--- config.mk ---
export PLATFORM = sky130hd
export DESIGN_NAME = uart_tx_arbiter
export DESIGN_NICKNAME = d
export VERILOG_FILES = /design/src/rtl/uart_tx_arbiter.sv
export SDC_FILE = /design/constraint.sdc
export NUM_CORES = 1
export LEC_CHECK = 0
export ABC_AREA = 1
export CAP_MARGIN = 20
export CORE_MARGIN = 2
export CORE_UTILIZATION = 30
export DETAILED_ROUTE_END_ITERATION = 16
export PLACE_DENSITY_LB_ADDON = 0.05
export SYNTH_ARGS = -nofsm -noshare
export SYNTH_HDL_FRONTEND = slang
export SYNTH_SLANG_ARGS = --single-unit
--- constraint.sdc ---
create_clock -name clk -period 4.9 [get_ports clk]
set_input_delay 0.49 -clock clk [delete_from_list [all_inputs] [get_ports clk]]
set_output_delay 0.49 -clock clk [all_outputs]
set_load 0.05 [all_outputs]
--- src/rtl/uart_tx_arbiter.sv ---
// Round-robin arbiter sharing one UART transmit line between NREQ byte requesters.
// Frame: start(0), 8 data bits LSB first, even parity (XOR of data), stop(1).
module uart_tx_arbiter #(
  parameter int NREQ         = 4,
  parameter int CLKS_PER_BIT = 16
) (
  input  logic              clk,
  input  logic              rst,
  input  logic              en,
  input  logic [NREQ-1:0]   req,
  input  logic [8*NREQ-1:0] req_data,
  output logic [NREQ-1:0]   grant,
  output logic [2:0]        grant_id,
  output logic              busy,
  output logic              tx_done,
  output logic              u_tx
);

  localparam int CW = (CLKS_PER_BIT > 1) ? $clog2(CLKS_PER_BIT) : 1;
  localparam logic [CW-1:0] CNT_LAST = CW'(CLKS_PER_BIT - 1);
  localparam logic [NREQ-1:0] ONE_HOT0 = NREQ'(1);

  typedef enum logic [2:0] {
    S_IDLE,
    S_START,
    S_DATA,
    S_PARITY,
    S_STOP
  } state_t;

  state_t          state_q, state_d;
  logic [CW-1:0]   cnt_q, cnt_d;
  logic [2:0]      idx_q, idx_d;
  logic [7:0]      data_q, data_d;
  logic            par_q, par_d;
  logic [2:0]      ptr_q, ptr_d;
  logic [NREQ-1:0] grant_q, grant_d;
  logic [2:0]      grant_id_q, grant_id_d;
  logic            busy_q, busy_d;
  logic            tx_done_q, tx_done_d;
  logic            u_tx_q, u_tx_d;

  logic            win_found;
  logic [2:0]      win_id;
  logic [7:0]      win_data;
  logic            bit_end;
  int              j;

  // Search upward from ptr with wrap; the first set request wins.
  always_comb begin
    win_found = 1'b0;
    win_id    = '0;
    win_data  = '0;
    j         = 0;
    for (int k = 0; k < NREQ; k++) begin
      j = int'(ptr_q) + k;
      if (j >= NREQ) j = j - NREQ;
      if (!win_found && req[j]) begin
        win_found = 1'b1;
        win_id    = 3'(j);
        win_data  = req_data[8*j +: 8];
      end
    end
  end

  assign bit_end = (cnt_q == CNT_LAST);

  always_comb begin
    state_d    = state_q;
    cnt_d      = cnt_q;
    idx_d      = idx_q;
    data_d     = data_q;
    par_d      = par_q;
    ptr_d      = ptr_q;
    grant_d    = '0;
    grant_id_d = grant_id_q;
    busy_d     = busy_q;
    tx_done_d  = 1'b0;
    u_tx_d     = u_tx_q;

    if (state_q != S_IDLE) begin
      cnt_d = bit_end ? '0 : cnt_q + CW'(1);
    end

    unique case (state_q)
      S_IDLE: begin
        cnt_d = '0;
        if (en && win_found) begin
          grant_d    = ONE_HOT0 << win_id;
          grant_id_d = win_id;
          data_d     = win_data;
          par_d      = ^win_data;
          ptr_d      = (win_id == 3'(NREQ - 1)) ? 3'd0 : win_id + 3'd1;
          state_d    = S_START;
          u_tx_d     = 1'b0;
          busy_d     = 1'b1;
        end
      end
      S_START: begin
        if (bit_end) begin
          state_d = S_DATA;
          idx_d   = 3'd0;
          u_tx_d  = data_q[0];
        end
      end
      S_DATA: begin
        if (bit_end) begin
          if (idx_q == 3'd7) begin
            state_d = S_PARITY;
            u_tx_d  = par_q;
          end else begin
            idx_d  = idx_q + 3'd1;
            u_tx_d = data_q[idx_q + 3'd1];
          end
        end
      end
      S_PARITY: begin
        if (bit_end) begin
          state_d = S_STOP;
          u_tx_d  = 1'b1;
        end
      end
      S_STOP: begin
        if (bit_end) begin
          state_d   = S_IDLE;
          tx_done_d = 1'b1;
          busy_d    = 1'b0;
        end
      end
      default: begin
        state_d = S_IDLE;
        u_tx_d  = 1'b1;
        busy_d  = 1'b0;
      end
    endcase
  end

  always_ff @(posedge clk or posedge rst) begin
    if (rst) begin
      state_q    <= S_IDLE;
      cnt_q      <= '0;
      idx_q      <= '0;
      data_q     <= '0;
      par_q      <= 1'b0;
      ptr_q      <= '0;
      grant_q    <= '0;
      grant_id_q <= '0;
      busy_q     <= 1'b0;
      tx_done_q  <= 1'b0;
      u_tx_q     <= 1'b1;
    end else begin
      state_q    <= state_d;
      cnt_q      <= cnt_d;
      idx_q      <= idx_d;
      data_q     <= data_d;
      par_q      <= par_d;
      ptr_q      <= ptr_d;
      grant_q    <= grant_d;
      grant_id_q <= grant_id_d;
      busy_q     <= busy_d;
      tx_done_q  <= tx_done_d;
      u_tx_q     <= u_tx_d;
    end
  end

  assign grant    = grant_q;
  assign grant_id = grant_id_q;
  assign busy     = busy_q;
  assign tx_done  = tx_done_q;
  assign u_tx     = u_tx_q;

endmodule

* Word-level counts from Yosys, hierarchy flattened
Index checks and enable logic that the tools add are counted.
** Operators by class
- Multiplexer cells :: 57
- Reductions and logical operators :: 18
- Divide/modulo/power cells :: 0
- Order comparisons :: 9
- Bitwise logic cells :: 2
- Multiply operators :: 0
- Shift-type cells :: 5
- Eq/ne operators :: 14
- $add $sub $neg :: 10
** Operators by type and width (number)
- less-than comparator 32 x 4 -> 1 bit, second input constant :: 4
- two-way mux 32 bit :: 4
- indexed part select 32 x 32 -> 8 bit :: 4
- two-way mux 3 bit :: 13
- two-way mux 8 bit :: 4
- two-way mux 1 bit :: 22
- two-way mux 4 bit :: 5
- one-hot mux 3 bit (5 select lines) :: 1
- subtractor 4 x 3 -> 5 bit, second input constant :: 3
- inequality test 2 bit, second input constant :: 7
- >= comparator 4 x 3 -> 1 bit, second input constant :: 3
- equality test 3 x 2 -> 1 bit, second input constant :: 3
- adder 3 x 2 -> 4 bit, second input constant :: 2
- binary-select mux 1 bit (select 2 bit) :: 4
- parity 8 bit :: 1
- adder 3 x 1 -> 3 bit, second input constant :: 2
- equality test 3 bit, second input constant :: 2
- one-hot mux 3 bit (2 select lines) :: 1
- AND reduction 6 bit :: 1
- one-hot mux 1 bit (5 select lines) :: 1
- AND reduction 5 bit :: 1
- adder 3 x 1 -> 4 bit, second input constant :: 1
- adder 4 x 1 -> 4 bit, second input constant :: 1
- equality test 4 bit, second input constant :: 1
- 17 further kinds :: 24
** Storage, ports and cells
- Bits of input ports :: 39
- Bits in registers :: 32
- Bits in latches :: 0
- Bits in read-only memories :: 0
- Logic and storage cells :: 126
- RAM bits :: 0
- Memories :: 0
- Output and inout bits :: 10

* Depth between registers and ports, before layout
- Depth after elaboration :: 18
- Mapped depth :: 24
- Depth with buffers taken out :: 21

* Worst setup path after synthesis
OpenSTA, ideal clock, no wires.
- Kind :: register to register
- From :: register ptr_q[0]
- To :: register ptr_q[0]
- Clock period less this slack :: 2813 ps
- Library setup time :: 77 ps
- Path buffers :: 3
- Cell stages (with the launch flop) :: 19
- Path slack :: 2087 ps
- Data required time :: 4823 ps
- Data arrival time :: 2735 ps
- Cell sequence :: dfrtp_1 > inv_2 > buf_6 > buf_2 > buf_2 > ha_1 > inv_2 > nand3_2 > nand2_4 > nand3_4 > clkinv_2 > nand2_1 > inv_1 > nor3_1 > inv_1 > ha_1 > nand2_1 > nor2_1 > a21oi_1
** On the way
- Word-level cells in the longest chain between the ends :: 17
- Elaborated cells on any way between the ends :: 46
- Classes of those cells :: add/sub: 8; order compare: 4; eq/ne: 1; mux: 25; reduce/logical: 8
** Ends and longest elaborated chain
- start: declaration :: RTL line 36 : logic [2:0] ptr_q, ptr_d;
- start signal: assignment :: RTL line 157 : ptr_q <= ptr_d;
- branches (longest 14 deep; another with subtractor 4 x 3 -> 5 bit)
- two-way mux 3 bit (*) :: RTL line 58 : if (!win_found && req[j]) begin
- named net win_id[1] :: RTL line 44 : logic [2:0] win_id;
- equality test 3 x 2 -> 1 bit (*) :: RTL line 93 : ptr_d = (win_id == 3'(NREQ - 1)) ? 3'd0 : win_id + 3'd1;
- two-way mux 3 bit (*) :: RTL line 93
Mark *: on every way through the listed nets, which the timed path passes. The select of a mux whose other input is x is not followed.
A chain may end at the register's enable or synchronous reset.

* Worst setup path in the final report
Same ends and word-level chain as after synthesis.

==> parameters.txt <==
Parameter                              Value

Status
  Run status    finished, final reports clean

STA
  Slew at the pin with the worst max-slew slack    0.5519 ns
  Setup violators final    0
  RSZ-0062 raised after global routing    no
  Time the worst path needs with I/O delays and setup    3.518 ns
  Fin. max-slew vios    0
  Hold violation count in the final report    0
  Final clock skew    0.002695 ns
  Worst rel slew slack    62.92%
  Crit share post-route    71.80%
  Maximum clock rate    284.2 MHz
  Total Negative Setup Slacks    0 ns

Clock network
  Max H-tree Level    2
  CTS Hold Buffers Added    0
  Number of sinks on the clock net    32
  CTS max path bufs    2
  Worst-path clk slew    0.07 ns
  Setup Fix Bufs, Post-CTS    0
  Clock tree root driver cell    sky130_fd_sc_hd__clkbuf_8
  Count of instances resized after the clock tree is built    0
  Clock tree from TritonCTS    done
  Insertion delay of the later-clocked pin in the worst-skew pair    0.28 ns
  CTS Buf Count    5

Layout
  Syn-to-layout area delta    20.66%
  Antenna diode instance count    0
  Fillcell total    1233
  Combined area of the multi-input logic cells    0.002108 sq mm
  Share of final-layout standard cells stronger than drive strength 1    8.237%
  FF/Latch Area    802.0 sq um
  Final nets    654
  Core occupancy in the finished layout    36.87%

Synthesis
  Fraction of registers with async set or reset after synthesis    100.0%
  Fraction of the yosys area taken by sequential cells    24.43%
  Area share of the leading cell type in the synthesized netlist    25.95%
  Post-synthesis cell type with the largest combined area    sky130_fd_sc_hd__nand2_1
  Most area-consuming cells after synthesis    sky130_fd_sc_hd__nand2_1 26%, sky130_fd_sc_hd__dfrtp_1 24%, sky130_fd_sc_hd__nand3_1 8.7%, sky130_fd_sc_hd__inv_1 6.6%, sky130_fd_sc_hd__nor2_1 5.1%
  Number of enable-type register cells in the synthesized netlist    0
  Cell area after technology mapping    0.003283 sq mm
  Library cells used by synthesis    41
  Net count after synthesis    612
  Total of warnings raised by yosys    0
  Average size of a mapped cell    5.821 sq um
  Post-Synthesis Cells    564
  Number of storage elements in the synthesis netlist    32
  Commonest register cell after synthesis    sky130_fd_sc_hd__dfrtp_1

Detailed routing
  Met1 layer wirelength in the final routing    4.744 mm
  Wirelength, routed    9.644 mm
  Detail Route met2 WL    4.528 mm
  Detailed-router iteration count before antenna repair    5
  Post-route DRC violation count    0
  Highest Signal Layer    met4
  Number of DRC markers after the initial detailed-route iteration    152
  Final ANT Viol Nets    0
  Vias after detailed routing    3511
  Routed WL per cell    12.91 microns
  Avg Vias per Cell    4.700
  Length of routed met3 wiring    292 microns

Run
  Max-cap check violation count    0

Critical path
  Bufs and invs on worst path    7
  Sequence of cells on the critical path    buf_4, inv_2, ha_1, buf_4, inv_2, nand3_2, nand2_4, nand3_4, clkinv_2, nand2_1, inv_1, nor3_1, inv_1, ha_1, nand2_1, nor2_1, a21oi_1
  Critical path data required time    5.11 ns
  Slowest library cell on the worst path    sky130_fd_sc_hd__ha_1
  Critical Path AT    3.73 ns
  Worst-path maximum fanout    42
  Launching element type of the critical path    register
  Top cell family by delay on the critical path    buffers and inverters
  CP peak stage delay    0.46 ns
  CP Class    register to register
  CP endpoint kind    register

Worst hold path
  Path type of the worst min-delay path    register to register

Floorplanning
  Number of primary I/O pins    49
  Die ar.    0.01180 sq mm
  Row cnt    38
  Horizontal die dimension    108.6 microns
  CORE AREA    0.01075 sq mm
  Vertical die dimension    108.6 microns
  Initial core utilization    30.55%

Placed design
  Port bufs    48
  Hpwl dp    7.545 mm
  Weighted congestion at the end of routability-driven global placement    0.8157

GRT
  Number of global-route vias before repair    3398
  Total gr overflow    0
  Number of antenna violations at the first check in global routing    0
  Wire length of the first global-routing pass    16.64 mm
  Global-route total usage across every layer    17.70%
  Pin count of the biggest net entering global routing    48

Power
  Leakage dissipation    0.002105 uW
  Ratio of total power to cell area    770.3 mW/mm^2
  Max IR drop VDD    0.2184 mV
worst register-to-register path: cells and delay by family, from the launching register on:
kind / cells / cell delay (ns)
and+or+nand+nor: 7 / 1.07
DFF: 1 / 0.33
AOI/OAI and AO/OA: 1 / 0.14
adders and majority gates: 2 / 0.70
buffers and inverters: 7 / 1.20
metrics by stage:
stage / hold slack, ns / total power [uW] / cell area (sq um) / std cells / worst slack, ns
floorplan: 0.4298 / 2304 / 3283 / 564 / 2.087
global placement: 0.4596 / 2843 / 3874 / 739 / 1.487
detailed placement: 0.4587 / 2849 / 3874 / 739 / 1.376
CTS: 0.4706 / 3065 / 3961 / 747 / 1.328
global route: 0.5034 / 3469 / 3961 / 747 / 0.9948
finish: 0.4619 / 3051 / 3961 / 747 / 1.382
cells in the mapped netlist, types with 2 or more instances:
master,instances
sky130_fd_sc_hd__o211ai_1,3
sky130_fd_sc_hd__a21oi_1,26
sky130_fd_sc_hd__dfrtp_1,31
sky130_fd_sc_hd__nand2_2,5
sky130_fd_sc_hd__nand4_1,5
sky130_fd_sc_hd__nor3_1,4
sky130_fd_sc_hd__buf_2,13
sky130_fd_sc_hd__nor2_4,3
sky130_fd_sc_hd__nand2_1,227
sky130_fd_sc_hd__nand3_2,2
sky130_fd_sc_hd__nor2_1,45
sky130_fd_sc_hd__buf_6,2
sky130_fd_sc_hd__o21a_1,2
sky130_fd_sc_hd__nor2_2,2
sky130_fd_sc_hd__nand3_4,2
sky130_fd_sc_hd__nand2_4,4
sky130_fd_sc_hd__ha_1,9
sky130_fd_sc_hd__inv_2,11
sky130_fd_sc_hd__o22ai_1,2
sky130_fd_sc_hd__o21ai_1,7
sky130_fd_sc_hd__o21ai_0,24
sky130_fd_sc_hd__o31ai_1,3
sky130_fd_sc_hd__nand3_1,57
sky130_fd_sc_hd__inv_1,58
where the power goes:
| group | internal [uW] | switching [uW] | leakage, uW | total [uW] |
|---|---|---|---|---|
| logic | 771 | 1650 | 0.00164 | 2420 |
| clock network | 98.9 | 103 | 0.0000479 | 202 |
| registers | 367 | 65.4 | 0.000412 | 432 |
| total | 1240 | 1810 | 0.00210 | 3050 |
cells in the final DEF, fill, tap and decap left out, types with 4 or more instances in the layout:
cell type	instances
sky130_fd_sc_hd__nand2_1	227
sky130_fd_sc_hd__inv_1	58
sky130_fd_sc_hd__nand3_1	57
sky130_fd_sc_hd__clkdlybuf4s50_1	48
sky130_fd_sc_hd__nor2_1	45
sky130_fd_sc_hd__dfrtp_1	31
sky130_fd_sc_hd__a21oi_1	26
sky130_fd_sc_hd__o21ai_0	24
sky130_fd_sc_hd__inv_2	11
sky130_fd_sc_hd__ha_1	9
sky130_fd_sc_hd__o21ai_1	7
sky130_fd_sc_hd__nand2_2	5
sky130_fd_sc_hd__nand4_1	5
sky130_fd_sc_hd__clkbuf_8	5
sky130_fd_sc_hd__buf_4	5
sky130_fd_sc_hd__nand2_4	4
sky130_fd_sc_hd__nor3_1	4
final timing paths:
check | startpoint | end | slack, ns | depth (start not counted)
min in group asynchronous | rst | cnt_q[0] | 0.59 | 3
hold reg to reg | cnt_q[0] | cnt_q[0] | 0.46 | 1
setup reg to reg | ptr_q[0] | ptr_q[0] | 1.38 | 17
max in group asynchronous | rst | u_tx | 3.98 | 3
hold / removal | cnt_q[0] | cnt_q[0] | 0.46 | 1
setup / recovery | ptr_q[0] | ptr_q[0] | 1.38 | 17
logic make-up after synthesis:
logic type	synth area share, %
simple gates	47.98
buf+inv	11.36
compound gates	12.20
flops	24.43
fa+ha+maj	3.430
xor+xnor	0.2668
mux	0.3430
routing by layer:
layer | global-route usage, % | vias to the layer above
li1 | - | 1868
met1 | 23.62 | 1565
met2 | 30.98 | 72
met3 | 1.674 | 6
met4 | 3.846 | 0
met5 | 0 | -
state kept, by name, indices dropped and copies added (netlist names):
register  cells
tx_done       1
busy          1
grant         4
u_tx          1
grant_id      3
par_q         1
ptr_q         3
cnt_q         4
data_q        8
state_q       3
idx_q         3
layout make-up:
cell class              instances  area share, %
multi-input cells             443          53.22
flip-flops and latches         32          20.25
repair buffers                 53          13.08
inverters                      71          6.822
well taps                     140          4.422
clock buffers                   5          1.737
clock inverters                 3         0.4738
No activity file was read; power rests on OpenSTA's default activity.
